File: src/rtl/hc595_chain_driver.sv
// Serial master for a daisy chain of 74HC595 shift registers: shifts a parallel word out
// MSB-first on ser/srclk, then pulses rclk to move it into the output latches.
module hc595_chain_driver #(
  parameter int unsigned CHAIN = 1,
  parameter int unsigned DIV   = 2
) (
  input  logic               clk,
  input  logic               rst,
  input  logic               start,
  input  logic [8*CHAIN-1:0] data,
  output logic               busy,
  output logic               done,
  output logic               ser,
  output logic               srclk,
  output logic               rclk
);

  localparam int unsigned N  = 8 * CHAIN;
  localparam int unsigned BW = (N > 1) ? $clog2(N) : 1;

  localparam logic [7:0]    PhLoad  = 8'(DIV - 1);
  localparam logic [BW-1:0] BitLoad = BW'(N - 1);

  typedef enum logic [2:0] {
    StIdle,
    StShiftLo,
    StShiftHi,
    StLatchLo,
    StLatchHi,
    StDone
  } state_e;

  state_e          state_q;
  logic [N-1:0]    sreg_q;
  logic [BW-1:0]   bitcnt_q;
  logic [7:0]      phase_q;
  logic            busy_q;
  logic            done_q;
  logic            ser_q;
  logic            srclk_q;
  logic            rclk_q;
  logic            phase_end;

  assign phase_end = (phase_q == 8'd0);

  always_ff @(posedge clk) begin
    if (rst) begin
      state_q  <= StIdle;
      sreg_q   <= '0;
      bitcnt_q <= '0;
      phase_q  <= '0;
      busy_q   <= 1'b0;
      done_q   <= 1'b0;
      ser_q    <= 1'b0;
      srclk_q  <= 1'b0;
      rclk_q   <= 1'b0;
    end else begin
      unique case (state_q)
        StIdle: begin
          done_q <= 1'b0;
          if (start) begin
            sreg_q   <= data;
            ser_q    <= data[N-1];
            bitcnt_q <= BitLoad;
            phase_q  <= PhLoad;
            busy_q   <= 1'b1;
            srclk_q  <= 1'b0;
            state_q  <= StShiftLo;
          end
        end

        StShiftLo: begin
          if (phase_end) begin
            phase_q <= PhLoad;
            srclk_q <= 1'b1;
            state_q <= StShiftHi;
          end else begin
            phase_q <= phase_q - 8'd1;
          end
        end

        // ser is only updated together with the falling srclk, so it is stable at every rise.
        StShiftHi: begin
          if (phase_end) begin
            phase_q <= PhLoad;
            srclk_q <= 1'b0;
            if (bitcnt_q == '0) begin
              ser_q   <= 1'b0;
              state_q <= StLatchLo;
            end else begin
              sreg_q   <= {sreg_q[N-2:0], 1'b0};
              ser_q    <= sreg_q[N-2];
              bitcnt_q <= bitcnt_q - 1'b1;
              state_q  <= StShiftLo;
            end
          end else begin
            phase_q <= phase_q - 8'd1;
          end
        end

        StLatchLo: begin
          if (phase_end) begin
            phase_q <= PhLoad;
            rclk_q  <= 1'b1;
            state_q <= StLatchHi;
          end else begin
            phase_q <= phase_q - 8'd1;
          end
        end

        StLatchHi: begin
          if (phase_end) begin
            rclk_q  <= 1'b0;
            busy_q  <= 1'b0;
            done_q  <= 1'b1;
            state_q <= StDone;
          end else begin
            phase_q <= phase_q - 8'd1;
          end
        end

        // Start is deliberately not sampled here; a held start re-triggers from StIdle.
        StDone: begin
          done_q  <= 1'b0;
          state_q <= StIdle;
        end

        default: begin
          state_q <= StIdle;
        end
      endcase
    end
  end

  assign busy  = busy_q;
  assign done  = done_q;
  assign ser   = ser_q;
  assign srclk = srclk_q;
  assign rclk  = rclk_q;

endmodule

File: config.mk
export PLATFORM = sky130hd
export DESIGN_NAME = hc595_chain_driver
export DESIGN_NICKNAME = d
export VERILOG_FILES = /design/src/rtl/hc595_chain_driver.sv
export SDC_FILE = /design/constraint.sdc
export NUM_CORES = 1
export LEC_CHECK = 0
export CAP_MARGIN = 5
export CORE_MARGIN = 1.5
export CORE_UTILIZATION = 54
export CTS_CLUSTER_DIAMETER = 40
export DETAILED_ROUTE_END_ITERATION = 6
export PLACE_DENSITY = 0.77
export SETUP_SLACK_MARGIN = 0.15
export SLEW_MARGIN = 5
export SYNTH_ARGS = -nofsm -noshare
export SYNTH_HDL_FRONTEND = slang
export SYNTH_SLANG_ARGS = --single-unit
File: constraint.sdc
create_clock -name clk -period 2.2 [get_ports clk]
set_input_delay 0.33 -clock clk [delete_from_list [all_inputs] [get_ports clk]]
set_output_delay 0.33 -clock clk [all_outputs]
set_load 0.02 [all_outputs]
======== Word level (Yosys, flattened, before mapping) ========
Index checks and enable logic that the tools add are counted.
storage, ports and cells
  word-level logic and storage cells ...... 73
  register bits after elaboration ......... 26
  input port bits ......................... 11
cells by class
  add/subtract/negate cells ............... 2
  mux-type cells .......................... 31
  reductions and logical operators ........ 19
  eq/ne operators ......................... 12
operators with widths
  kind                   count
  $mux W3                8
  $mux W8                3
  $pmux W8 S3            1
  $mux W7                3
  $pmux W3 S5            1
  $ne A2 B2 Y1 const B   7
  $pmux W7 S2            1
  $reduce_and A3 Y1      4
  $logic_not A8 Y1       1
  $pmux W1 S2            4
  $reduce_and A4 Y1      2
  $reduce_bool A2 Y1     4
  $sub A8 B1 Y8 const B  1
  $mux W1                7
  $eq A3 B2 Y1 const B   2
  $eq A3 B3 Y1 const B   2
  $logic_not A3 Y1       2
  $pmux W3 S2            1
  $reduce_bool A3 Y1     2
  $reduce_and A5 Y1      1
  $eq A3 B1 Y1 const B   1
  $pmux W1 S3            1
  $reduce_or A3 Y1       1
  $sub A3 B1 Y3 const B  1
  other kinds (3)        3

======== Longest topological paths before layout ========
Gate-level depths: netlist (run 1).
  depth after elaboration ................. 4
  depth in mapped cells ................... 8

======== Least setup slack after synthesis (run 1) ========
No wires, ideal clock.
  kind .................................... reg2reg
  start point ............................. reg phase_q[0]
  end point ............................... reg phase_q[6]
  cell stages (with the launch flop) ...... 8
  slack ................................... 0.439 ns
  arrival time ............................ 1.691 ns
  required time ........................... 2.130 ns
  library setup time ...................... 0.070 ns
  cell sequence ........................... dfxtp_1 -> inv_1 -> ha_1 -> nor3b_2 -> a21o_4 -> a21o_1 -> or3_1 -> a21oi_1
between the ends
  longest elaborated chain between the ends .. 3
  elaborated cells on any way between the ends .. 7
  classes of those cells .................. 1 x add/sub; 1 x eq/ne; 3 x mux; 2 x reduce/logical
ends and longest elaborated chain
  what                                               line  source
  from (decl)                                        36    logic [7:0] phase_q;
  from (signal assigned)                             65    phase_q <= PhLoad;
  from (signal assigned)                             74    phase_q <= PhLoad;
  from (signal assigned)                             78    phase_q <= phase_q - 8'd1;
  $sub A8 B1 Y8 or $logic_not A8 Y1 (tied branches)  -
  $mux W8 (tied with other cells)                    112   if (phase_end) begin
  $pmux W8 S3 or $reduce_and A3 Y1 (tied branches)   -
Several ways; a longest one is shown, not always the timed one. The select of a mux whose other input is x is not followed.
A chain may end at the register's enable or synchronous reset.

======== Worst setup path after layout (run 1) ========
Same ends and word-level chain as after synthesis.

==> reports/metrics.cfg, run 1 <==
[global_route]
grt_max_degree = 21
antenna_found_initial = 0
grt_overflow = 0
track_usage_pct = 22.4
grt_pass1_vias = 1121
grt_pass1_wl_mm = 4.82

[detailed_routing]
final_antenna_net_count = 0
vias = 1182
drc = 0
drt_iter0_drc = 19
via_per_inst = 5.74
wirelength_mm = 2.83
wire_per_inst_um = 13.7
drt_first_pass_iters = 4

[logic_synthesis]
synthesis.nets = 176
ys_top_cells_by_count = dfxtp_1, nor2_1, a211oi_1, a21oi_1, nand2_1
synth_area_leaders = dfxtp_1, nor2_1, a211oi_1, mux2i_1, a21oi_1
netlist-cell-type-count = 41
synth_edf_count = 0
seq_area_frac_synth_pct = 37.6
avgSynthCellArea_um2 = 8.60
synth_top_area_cell = dfxtp_1
synth.most_common_cell = dfxtp_1
synth_ff_type = dfxtp_1
yosysTopAreaCellShare_pct = 37.6
ys_warn_count = 0
syn_area_um2 = 1380
ys_ff_latch = 26
async_reset_ff_share_pct = 0
syn_inst = 161

[place]
globalplace.congestion = 0.793
dp_hpwl_mm = 1.99
place_area_um2 = 1550
portBuffers = 15
dp_cells = 202

[status]
run_status = completed

[sta]
hold_violations = 0
period_share_pct = 88.7
slew_headroom_pct = 69.8
fin_worst_skew_ns = 0.00269
rsz0062_at_grt = false
period_needed_ns = 1.95
drv_slew = 0
max_clock_freq_mhz = 513
setup_viol = 0
tightestPinTransition_ns = 0.450
fin_setup_tns_ns = 0

[die]
dieArea_um2 = 2880
start_util_pct = 56.4
fp.dieH_um = 53.6
core-area_um2 = 2450
ios = 16
floorplan.rows = 18
die_x_um = 53.6

[final_layout]
drive_above_1_share_pct = 10.8
fin_area_um2 = 1620
layout.cells.non_filler = 206
layout.nets = 192
num-fill-cells = 201
area_delta_synth_final_pct = 17.2
n_antenna_cell = 0

[run]
drv_cap = 0

[min_path]
hold_path_class = flop to flop

[pwr]
p_comb_share_pct = 55.4
finalPower_mw = 2.59
leakage_nw = 0.644
p_sw_share_pct = 44.1
pwr-share-seq_pct = 31.6
internal-power_mw = 1.45
p_clk_share_pct = 13.0
power.density_nw_per_um2 = 1600
p_switching_mw = 1.14
ir_worst_vdd_v = 0.00120

[clock_network]
htreeDepth = 1
clock-sinks = 26
cts.clk_slew.worst_paths_ns = 0.15
cts_buffer_depth = 2
cts_tree = built
root_buffer = clkbuf_4
clk_latency_ns = 0.33
tritoncts.num_buffers = 3
postCtsHoldBufs = 0

[worst_setup_path]
worstPathArrival_ns = 2.23
required_ns = 2.48
endpoint_kind = flop
crit_type = flop to flop
cp_max_fo = 6
start_kind = flop

[placed cells by master (no fill, tap or decap), types with 2 or more instances in the layout]
cell / count
or3_1: 3
o211ai_1: 2
nand2_1: 10
dfxtp_1: 26
buf_4: 5
clkdlybuf4s50_1: 15
a211oi_1: 12
o21ai_0: 9
nor2_1: 25
mux2i_1: 7
a21oi_1: 12
xnor2_1: 6
nor3_1: 5
clkbuf_4: 3
ha_1: 4
inv_1: 7
[per-stage QoR]
stage	hold slack (ns)	util [%]	setup WS [ns]
4_1_cts	0.486	65.8	0.226
3_3_place_gp	0.456	63.3	0.200
2_1_floorplan	0.437	-	0.439
3_5_place_dp	0.460	63.3	0.154
6_report	0.483	66.1	0.249
5_1_grt	0.518	66.1	0.155
[layout make-up]
class | count | area, µm² | share of cell area, %
clock buffer | 3 | 22.5 | 1.39
sequential | 26 | 520 | 32.1
timing repair buffer | 20 | 188 | 11.6
inverter | 7 | 26.3 | 1.62
tap | 30 | 37.5 | 2.31
multi-input combinational | 119 | 797 | 49.2
clock inverter | 1 | 30.0 | 1.85
[registers in the layout (all words and copies together) (netlist names)]
register / flops
bitcnt_q: 3
done: 1
srclk: 1
rclk: 1
sreg_q: 7
state_q: 3
busy: 1
ser: 1
phase_q: 8
[power groups by stage]
stage / Combinational (mW) / Sequential, mW / Clock, mW
after CTS: 1.42 / 0.808 / 0.341
after global placement: 1.34 / 0.810 / 0
after global routing: 1.62 / 0.840 / 0.352
final: 1.43 / 0.817 / 0.337
after floorplan: 1.13 / 0.792 / 0
after detailed placement: 1.38 / 0.819 / 0
[layer usage]
metal  global-route usage (%)  routed length (µm)  part of all wire (%)
met1                     29.0                1340                    47
met2                     39.7                1390                    49
met3                     2.50                  81                   2.9
met4                     5.13                  16                  0.57
met5                        0                   0                     0
[path summary, 6_finish.rpt]
path               start           to  slack (ns)  depth (start not counted)
max           phase_q[0]   phase_q[6]        0.25                          7
min          bitcnt_q[0]  bitcnt_q[0]        0.48                          1
max reg2reg   phase_q[0]   phase_q[6]        0.25                          7
min reg2reg  bitcnt_q[0]  bitcnt_q[0]        0.48                          1
[cell families (layout without fill, tap and decap cells)]
kind of cell,Yosys count,count (layout),synth area share (%)
buffers and inverters,16,31,5.88
adders and majority gates,4,4,3.62
muxes,7,7,5.06
DFF,26,26,37.6
xor gates and xnor gates,6,6,3.80
AOI/OAI and AO/OA,45,45,22.5
and+or+nand+nor,57,57,21.5
[critical path: stages (launching register included)]
cell     delay [ns]
dfxtp_1        0.48
inv_1          0.10
ha_1           0.20
nor3b_4        0.17
a21o_4         0.25
a21o_1         0.21
or3_1          0.35
a21oi_1        0.14
[what timing repair did]
| item | CTS | global route |
|---|---|---|
| hold endpoints to repair | 0 | 0 |
| gates resized for setup | 1 | 2 |
| setup endpoints to repair | 1 | 6 |
| buffers inserted | 0 | 0 |
(Power assumes the default switching activity.)
==> run 2: changes to the inputs <==
--- a/config.mk
+++ b/config.mk
@@ -8,6 +8,7 @@
 export CAP_MARGIN = 5
 export CORE_MARGIN = 1.5
 export CORE_UTILIZATION = 54
+export CTS_BUF_LIST = sky130_fd_sc_hd__clkbuf_16
 export CTS_CLUSTER_DIAMETER = 40
 export DETAILED_ROUTE_END_ITERATION = 6
 export PLACE_DENSITY = 0.77
==> run 2 against run 1 <==
  * Clock power grew 58%
  * Count of clock-buffer cells in the layout is the same
  * Cell area grew 3.2%
  * Flip-flop and latch count is the same
  * Largest power group unchanged
  * Core utilization grew 2.1 points
  * Sequential share of layout area shrank 1.0 points
  * Maximum frequency grew 0.88%
  * Global-route usage grew 1.0 points
  * Worst hold slack lost 0.018 ns
  * Final cell count is the same
==> reports/metrics.cfg, run 2 (synthesis results as in run 1) <==
[worst_setup_path]
cp_max_fo = 6  ; unchanged
start_kind = flop
reg2reg_to = phase_q[6]
required_ns = 2.40  ; -0.08 ns
crit_type = flop to flop
reg2reg_depth = 7  ; unchanged
r2r_start = phase_q[0]
worstPathArrival_ns = 2.13  ; -0.10 ns
rrSetupSlack_ns = 0.27  ; +0.02 ns
endpoint_kind = flop

[final_layout]
layout.cells.non_filler = 206  ; unchanged
largest_reg_flops = 8  ; unchanged
n_antenna_cell = 0  ; unchanged
final_cell_mix = dfxtp_1, nor2_1, clkdlybuf4s50_1
mostFrequentLayoutCell = dfxtp_1
top_register = phase_q
fin_area_um2 = 1670  ; +3.2%
largestRegisters = phase_q: 8 flops, sreg_q: 7 flops
layout.nets = 192  ; unchanged
area_delta_synth_final_pct = 21.0
drive_above_1_share_pct = 10.8  ; unchanged

[place]
place_area_um2 = 1550  ; unchanged
dp_hpwl_mm = 1.99  ; unchanged
globalplace.congestion = 0.793  ; unchanged
portBuffers = 15  ; unchanged
dp_cells = 202  ; unchanged

[clock_network]
clk_latency_ns = 0.26  ; -0.07 ns
cts_buffer_depth = 2  ; unchanged
cts_tree = built
tritoncts.num_buffers = 3  ; unchanged
clock-sinks = 26  ; unchanged
htreeDepth = 1  ; unchanged
postCtsHoldBufs = 0  ; unchanged
cts.clk_slew.worst_paths_ns = 0.07  ; -0.08 ns
root_buffer = clkbuf_16

[die]
fp.dieH_um = 53.6  ; unchanged
start_util_pct = 56.4  ; unchanged
ios = 16  ; unchanged
dieArea_um2 = 2880  ; unchanged
die_x_um = 53.6  ; unchanged
floorplan.rows = 18  ; unchanged
core-area_um2 = 2450  ; unchanged

[pwr]
ir_worst_vdd_v = 0.00122  ; +1.6%
power.density_nw_per_um2 = 1660  ; +4.0%
finalPower_mw = 2.78  ; +7.4%
leakage_nw = 0.667  ; +3.6%

[sta]
period_share_pct = 87.9  ; -0.78 points
period_needed_ns = 1.93  ; -0.0171 ns
hold_violations = 0  ; unchanged
rsz0062_at_grt = false
drv_slew = 0  ; unchanged
tightestPinTransition_ns = 0.438  ; -0.0121 ns
setup_viol = 0  ; unchanged
slew_headroom_pct = 70.6  ; +0.81 points
fin_worst_skew_ns = 0.00492  ; +0.00223 ns
max_clock_freq_mhz = 517  ; +0.88%
fin_setup_tns_ns = 0  ; unchanged

[detailed_routing]
drt_iter0_drc = 19  ; unchanged
drt_first_pass_iters = 4  ; unchanged
final_antenna_net_count = 0  ; unchanged
wirelength_mm = 2.82  ; -0.14%
vias = 1172  ; -0.85%
via_per_inst = 5.69  ; -0.85%
drc = 0  ; unchanged
wire_per_inst_um = 13.7  ; -0.14%

[min_path]
min-delay-start = bitcnt_q[0]
hold_path_class = flop to flop
hold_depth = 1  ; unchanged
worstHoldEndpoint = bitcnt_q[0]

[status]
run_status = completed

[global_route]
grt_overflow = 0  ; unchanged
grt_pass1_vias = 1124  ; +0.27%
grt_pass1_wl_mm = 4.92  ; +2.1%
antenna_found_initial = 0  ; unchanged
grt_max_degree = 21  ; unchanged
track_usage_pct = 23.4  ; +1.0 points

[run]
drv_cap = 0  ; unchanged

## run 2: cell counts in the layout (fill, tap and decap cells not counted)
No cell type changed its count.
## run 2: layout make-up
cell class	instances	area [µm²]
fillers	189	781
well taps	30	37.5
repair buffers	20	188
clock buffers	3	75.1
inverters	7	26.3
multi-input cells	119	797
clock inverters	1	30.0
flip-flops and latches	26	520
## run 2: power by group
group / leakage, nW / internal, mW / total, mW / switching, mW
sequential: 0.214 / 0.644 / 0.817 / 0.174
combinational: 0.402 / 0.622 / 1.43 / 0.810
clock: 0.0511 / 0.362 / 0.531 / 0.169
## run 2: how the worst max path moves through the flow
| stage | from | to |
|---|---|---|
| 6_report | phase_q[0] | phase_q[6] |
| 5_1_grt | phase_q[0] | phase_q[7] |
| 4_1_cts | phase_q[0] | phase_q[6] |
| 3_5_place_dp | start | sreg_q[2] |
| 3_3_place_gp | start | bitcnt_q[2] |
| 2_1_floorplan | phase_q[0] | phase_q[6] |
## run 2: layer usage
| layer | global-route usage (%) | routed length, µm | share of wire, % |
|---|---|---|---|
| met5 | 0 | 0 | 0 |
| met4 | 6.41 | 19 | 0.67 |
| met3 | 4.17 | 80 | 2.8 |
| met2 | 41.6 | 1440 | 51 |
| met1 | 29.0 | 1290 | 46 |
## run 2: repair_timing
action                     in CTS  in global routing
setup endpoints to repair       1                  5
hold endpoints to repair        0                  0
setup buffers                   0                  0
resized for setup               1                  2
## run 2: metrics by stage
step           setup WS (ns)  util, %  hold WS [ns]
2_1_floorplan          0.439        -         0.437
6_report               0.266     68.2         0.466
5_1_grt                0.165     68.2         0.490
3_5_place_dp           0.154     63.3         0.460
4_1_cts                0.243     67.9         0.472
3_3_place_gp           0.200     63.3         0.456
## run 2: worst max-delay path: stages, from the launching register on
cell and delay [ns]:
dfxtp_1 0.45, inv_1 0.10, ha_1 0.20, nor3b_4 0.17, a21o_4 0.25, a21o_1 0.21, or3_1 0.35, a21oi_1 0.14
